==> src/rtl/btn_pkg.sv <==
// Shared types and constants for the button conditioner.
package btn_pkg;

    typedef enum logic [2:0] {
        IDLE    = 3'd0,
        PRESS   = 3'd1,
        HOLD    = 3'd2,
        RELEASE = 3'd3,
        QUIET   = 3'd4
    } btn_state_t;

    localparam int unsigned FPGA_DEBOUNCE_LIMIT = 6_250_000;
    localparam int unsigned SIM_DEBOUNCE_LIMIT  = 0;

    // Bits needed to hold 0..max_val, never less than one.
    function automatic int unsigned width_for(input int unsigned max_val);
        return (max_val < 1) ? 1 : $clog2(max_val + 1);
    endfunction

endpackage

==> src/rtl/button_channel.sv <==
// One input channel: synchroniser, debounce FSM and lockout counter.
// Auto-repeat of press_pulse while held is built only when BTN_AUTOREPEAT_EN is defined.
//
// state   | meaning
// IDLE    | waiting for a synchronised high input
// PRESS   | one-cycle press strobe, lockout counter cleared
// HOLD    | button down; release accepted only after the lockout expires
// RELEASE | one-cycle release strobe, lockout counter cleared
// QUIET   | input ignored until the lockout expires
module button_channel
    import btn_pkg::*;
#(
    parameter int unsigned SYNC_STAGES    = 2,
    parameter int unsigned DEBOUNCE_LIMIT = FPGA_DEBOUNCE_LIMIT,
    parameter int unsigned CNT_W          = width_for(DEBOUNCE_LIMIT),
    parameter int unsigned REPEAT_DELAY   = 25_000_000,
    parameter int unsigned REPEAT_PERIOD  = 5_000_000
)(
    input  logic clk,
    input  logic rst_n,
    input  logic raw_in,
    output logic level,
    output logic press_pulse,
    output logic release_pulse,
    output logic busy
);

    if (SYNC_STAGES < 2 || REPEAT_DELAY < 1 || REPEAT_PERIOD < 1) begin : g_bad_cfg
        $error("button_channel: illegal parameter set");
    end

    localparam logic [CNT_W-1:0] LIMIT = CNT_W'(DEBOUNCE_LIMIT);

    btn_state_t             state_q, state_d;
    logic [CNT_W-1:0]       cnt_q, cnt_d;
    logic [SYNC_STAGES-1:0] sync_q, sync_d;
    logic                   sync_bit;
    logic                   cnt_done;
    logic                   rpt_pulse;

    assign sync_d   = {sync_q[SYNC_STAGES-2:0], raw_in};
    assign sync_bit = sync_q[SYNC_STAGES-1];
    assign cnt_done = (cnt_q >= LIMIT);

    always_ff @(posedge clk or negedge rst_n) begin
        if (!rst_n) begin
            state_q <= IDLE;
            cnt_q   <= '0;
            sync_q  <= '0;
        end else begin
            state_q <= state_d;
            cnt_q   <= cnt_d;
            sync_q  <= sync_d;
        end
    end

    always_comb begin
        state_d = state_q;
        cnt_d   = cnt_q;
        case (state_q)
            IDLE: begin
                if (sync_bit) state_d = PRESS;
            end
            PRESS: begin
                cnt_d   = '0;
                state_d = HOLD;
            end
            HOLD: begin
                if (!cnt_done) cnt_d = cnt_q + 1'b1;
                if (!sync_bit && cnt_done) state_d = RELEASE;
            end
            RELEASE: begin
                cnt_d   = '0;
                state_d = QUIET;
            end
            QUIET: begin
                if (cnt_done) state_d = IDLE;
                else          cnt_d   = cnt_q + 1'b1;
            end
            default: state_d = IDLE;
        endcase
    end

`ifdef BTN_AUTOREPEAT_EN
    localparam int unsigned RPT_MAX = (REPEAT_DELAY > REPEAT_PERIOD) ? REPEAT_DELAY : REPEAT_PERIOD;
    localparam int unsigned RPT_W   = width_for(RPT_MAX);

    // rpt_q counts down to the next repeat; the strobe is registered so it
    // is decided one cycle ahead, when rpt_q reaches 1.
    logic [RPT_W-1:0] rpt_q, rpt_d;
    logic             rpt_pulse_q, rpt_pulse_d;

    always_ff @(posedge clk or negedge rst_n) begin
        if (!rst_n) begin
            rpt_q       <= '0;
            rpt_pulse_q <= 1'b0;
        end else begin
            rpt_q       <= rpt_d;
            rpt_pulse_q <= rpt_pulse_d;
        end
    end

    always_comb begin
        rpt_d       = rpt_q;
        rpt_pulse_d = 1'b0;
        if (state_q == PRESS) begin
            if (REPEAT_DELAY == 1) begin
                rpt_pulse_d = sync_bit;
                rpt_d       = RPT_W'(REPEAT_PERIOD);
            end else begin
                rpt_d       = RPT_W'(REPEAT_DELAY - 1);
            end
        end else if (state_q == HOLD) begin
            if (rpt_q == RPT_W'(1)) begin
                rpt_pulse_d = sync_bit;
                rpt_d       = RPT_W'(REPEAT_PERIOD);
            end else begin
                rpt_d       = rpt_q - 1'b1;
            end
        end
    end

    assign rpt_pulse = rpt_pulse_q;
`else
    assign rpt_pulse = 1'b0;
`endif

    always_comb begin
        level         = (state_q == PRESS) || (state_q == HOLD);
        press_pulse   = (state_q == PRESS) || rpt_pulse;
        release_pulse = (state_q == RELEASE);
        busy          = (state_q != IDLE);
    end

endmodule

==> src/rtl/button_conditioner.sv <==
// N-channel pushbutton/switch conditioner: one independent button_channel per pin.
// Define BTN_AUTOREPEAT_EN to build press_pulse auto-repeat on held buttons.
module button_conditioner
    import btn_pkg::*;
#(
    parameter int unsigned N_CH           = 12,
    parameter int unsigned SYNC_STAGES    = 2,
    parameter int unsigned DEBOUNCE_LIMIT = FPGA_DEBOUNCE_LIMIT,
    parameter int unsigned CNT_W          = width_for(DEBOUNCE_LIMIT),
    parameter int unsigned REPEAT_DELAY   = 25_000_000,
    parameter int unsigned REPEAT_PERIOD  = 5_000_000
)(
    input  logic            clk,
    input  logic            rst_n,
    input  logic [N_CH-1:0] raw_in,
    output logic [N_CH-1:0] level,
    output logic [N_CH-1:0] press_pulse,
    output logic [N_CH-1:0] release_pulse,
    output logic            busy
);

    logic [N_CH-1:0] busy_ch;

    for (genvar i = 0; i < N_CH; i++) begin : g_ch
        button_channel #(
            .SYNC_STAGES    (SYNC_STAGES),
            .DEBOUNCE_LIMIT (DEBOUNCE_LIMIT),
            .CNT_W          (CNT_W),
            .REPEAT_DELAY   (REPEAT_DELAY),
            .REPEAT_PERIOD  (REPEAT_PERIOD)
        ) u_ch (
            .clk           (clk),
            .rst_n         (rst_n),
            .raw_in        (raw_in[i]),
            .level         (level[i]),
            .press_pulse   (press_pulse[i]),
            .release_pulse (release_pulse[i]),
            .busy          (busy_ch[i])
        );
    end

    assign busy = |busy_ch;

endmodule

==> config.mk <==
export PLATFORM = sky130hd
export DESIGN_NAME = button_conditioner
export DESIGN_NICKNAME = d
export VERILOG_FILES = /design/src/rtl/btn_pkg.sv /design/src/rtl/button_channel.sv /design/src/rtl/button_conditioner.sv
export SDC_FILE = /design/constraint.sdc
export NUM_CORES = 1
export LEC_CHECK = 0
export BUFFER_PORTS_ARGS = -buffer_cell sky130_fd_sc_hd__clkbuf_2
export CAP_MARGIN = 30
export CORE_UTILIZATION = 60
export DETAILED_ROUTE_END_ITERATION = 10
export PLACE_DENSITY_LB_ADDON = 0.3
export SLEW_MARGIN = 30
export SYNTH_ARGS = -nofsm -noshare
export SYNTH_HDL_FRONTEND = slang
export SYNTH_HIERARCHICAL = 1
export SYNTH_SLANG_ARGS = --single-unit
==> constraint.sdc <==
create_clock -name clk -period 3.47 [get_ports clk]
set_input_delay 0.1735 -clock clk [delete_from_list [all_inputs] [get_ports clk]]
set_output_delay 0.1735 -clock clk [all_outputs]
set_load 0.02 [all_outputs]
==> summary.md <==
| Metric | Value |
|---|---|
| DPL Wire Length | 25.03 mm |
| Via count | 14890 |
| Synth-to-layout area growth | 9.998% |
| Data required, critical path | 3.30 ns |
| Power Total | 13.03 mW |
| Die area | 31280 sq um |
| Skew-Pair Late Insertion Delay | 0.52 ns |
| Avg Cell Area, Syn | 9.521 sq um |
| Total setup buffers inserted after CTS | 0 |
| Yosys reg bits | 336 |
| Worst setup EP type | output pin |
| Cells after Synth | 1927 |
| Metal2 WL | 18.06 mm |
| Hold WS | 0.2260 ns |
| Post-DRT Antenna Nets | 0 |
| Synthesized area | 18350 sq um |
| Num rows | 63 |
| CP peak stage delay | 0.48 ns |
| Fin. max-slew vios | 0 |
| Starting density of the core | 61.41% |
| Largest net degree at the start of global routing | 105 |
| Drt initial violations | 1073 |
| Top cells by area, synth | dfrtp_1, nand2_1, xnor2_1 |
| CORE AREA | 29870 sq um |
| # setup viols final | 0 |
| Highest metal used | met4 |
| Post-cts resize count | 0 |
| Seq/Total Area, Yosys | 45.83% |
| Setup repair after global routing missed its margin | false |
| Commonest cells after routing, fill and taps aside | dfrtp_1, nand2_1, nor2_1, a21oi_1, xnor2_1 |
| DR DRC count | 0 |
| DIE HEIGHT | 176.9 um |
| FF-to-FF path depth | 5 |
| Initial antenna violation count | 0 |
| Startpoint types | register |
| Final worst slack | 1.033 ns |
| Number of CTS-inserted buffers | 38 |
| Die width | 176.9 um |
| DR pass1 iterations | 7 |
| Setup TNS | 0 ns |
| YS warnings | 6 |
| Reg2reg start | g_ch[9].u_ch/cnt_q[8] |
| Final wirelength | 37.81 mm |
| DR vias/cell | 6.279 |
| Outcome | complete, no violations |
| Fraction of layout cells with a size suffix above 1 | 11.30% |
| Worst path slowest cell | nor4_1 |
| Measured slew at the worst slew-check pin | 0.8274 ns |
| CTS tree | built |
| Clk slew on worst S/H paths | 0.05 ns |
| CP arrival | 2.26 ns |
| H-tree levels | 2 |
| Clock buffer depth | 3 |
| Post-layout net count | 1991 |
| CTS root buf | clkbuf_16 |
| Crit path cell chain | or3_1 -> nor4_1 -> nand3_1 -> clkbuf_2 |
| Synth cell types | 50 |
| Ys flop type | dfrtp_1 |
| First-pass GRT wire length | 65.21 mm |
| Post-synth ARST share | 100.0% |
| EDFF count, synth | 0 |
| Layout Skew | 0.01520 ns |
| Max_cap viols | 0 |
| FMAX | 410.4 MHz |
| WL/cell | 15.94 um |
| RePlAce Congestion | 0.8837 |
| Net count after synthesis | 1965 |
| Number of port buffers | 50 |
| Minimum clock period after layout | 2.437 ns |
| Power density over cell area | 645.9 nW/um^2 |
| Worst slew margin | 44.73% |
| Static leakage | 8.957 nW |
| Critical Path Fanout Max | 6 |
| Internal reg-to-reg setup slack | 1.05 ns |
| Wire length on met1 | 17.54 mm |
| Filler instances | 2267 |
| Vias in the first global route | 14210 |
| Synth area leader | dfrtp_1 |
| Final hold violation count | 0 |
| Max IR drop VDD | 0.5275 mV |
| N_diodes | 0 |
| Gr usage total | 24.67% |
| Overflow after GRT | 0 |
| Hold buffers post-CTS | 13 |
| I/O Pins | 51 |
| Fin crit share | 70.22% |
| CP Class | register to output pin |
| Post-synth top area share | 45.83% |
| Most common library cell in the layout ignoring fill and taps | dfrtp_1 |
| HP Class | input port to async pin |
| Pre-CTS WS | 0.9262 ns |
| WL met3 | 1.495 mm |
| CTS sink cnt | 336 |
| R2r endpoint | g_ch[9].u_ch/cnt_q[1] |
==> flip-flops by register name, indices dropped and copies added, names as in the netlist <==
| signal | count |
|---|---|
| g_ch.u_ch/cnt_q | 276 |
| g_ch.u_ch/sync_q | 24 |
| g_ch.u_ch/state_q | 36 |
==> cell type report <==
class | count | area, sq um | share of cell area [%]
Multi-Input combinational cell | 1445 | 9224 | 45.71
Sequential cell | 336 | 8408 | 41.66
Clock buffer | 54 | 1155 | 5.723
Timing Repair Buffer | 84 | 585.6 | 2.902
Tap cell | 390 | 488.0 | 2.418
Inverter | 48 | 180.2 | 0.8928
Clock inverter | 15 | 140.1 | 0.6944
==> metal layers <==
layer / vias up / GRT usage, %
met1: 7330 / 33.29
met5: - / 0
met3: 55 / 3.308
met4: 0 / 7.328
li1: 7206 / -
met2: 302 / 41.49
==> cells by family (layout without fill, tap and decap cells) <==
family	after synthesis	in the layout	synth area share [%]
AND/OR/NAND/NOR	855	855	24.41
AO/OA/AOI/OAI	417	417	16.47
flip-flops	336	336	45.83
buffers and inverters	146	201	4.099
XOR/XNOR	91	91	4.385
multiplexers	58	58	3.171
adder cells (fa/ha/maj)	24	24	1.637
==> stage by stage <==
stage / utilization (%) / instances / cell area [sq um]
floorplan: - / 1927 / 18350
global placement: 62.65 / 2290 / 18720
detailed placement: 62.65 / 2290 / 18720
CTS: 67.42 / 2372 / 20140
global route: 67.55 / 2372 / 20180
finish: 67.55 / 2372 / 20180
==> cell usage after synthesis (12+ instances only) <==
cell         n
a21o_1      13
buf_6       12
nor4_1      62
and3_1      68
nor2_1     176
xnor2_1     90
o21ai_0     27
a31o_2      66
o21a_1      12
nor2b_1     12
nand3_1     53
buf_4       26
o211ai_1    15
nand4_1     49
dfrtp_1    336
clkbuf_1    47
ha_1        24
mux2i_1     57
inv_1       48
nand2_1    213
buf_2       13
o31ai_1     45
or4_1       32
nor3_1      24
a2111oi_0   12
and4_1      45
and2_1      23
nand2b_1    13
or3_1       60
a21oi_1    113
==> worst max-delay path by stage <==
stage	start	endpoint	slack [ns]	depth (start not counted)
after floorplan	g_ch[0].u_ch/state_q[1]	g_ch[0].u_ch/cnt_q[21]	1.55	7
after detailed placement	g_ch[9].u_ch/cnt_q[8]	g_ch[9].u_ch/cnt_q[1]	0.93	5
after global routing	g_ch[9].u_ch/cnt_q[10]	g_ch[9].u_ch/cnt_q[1]	0.91	5
after global placement	g_ch[9].u_ch/cnt_q[8]	g_ch[9].u_ch/cnt_q[1]	0.98	5
after CTS	g_ch[9].u_ch/cnt_q[8]	g_ch[9].u_ch/cnt_q[1]	0.92	5
final	g_ch[4].u_ch/state_q[1]	busy	1.03	4
==> worst max-delay path, delay by kind of cell (launching register included) <==
family                 cells  cell delay (ns)
buffers and inverters      1             0.19
DFF                        1             0.45
and+or+nand+nor            3             1.12
==> power breakdown <==
| part | total (mW) | switching, mW | internal (mW) |
|---|---|---|---|
| registers | 5.01 | 0.635 | 4.37 |
| clock network | 4.07 | 1.59 | 2.48 |
| logic | 3.96 | 2.59 | 1.37 |
| total | 13.0 | 4.82 | 8.22 |
Note: power is estimated with default switching activity, not from simulation.
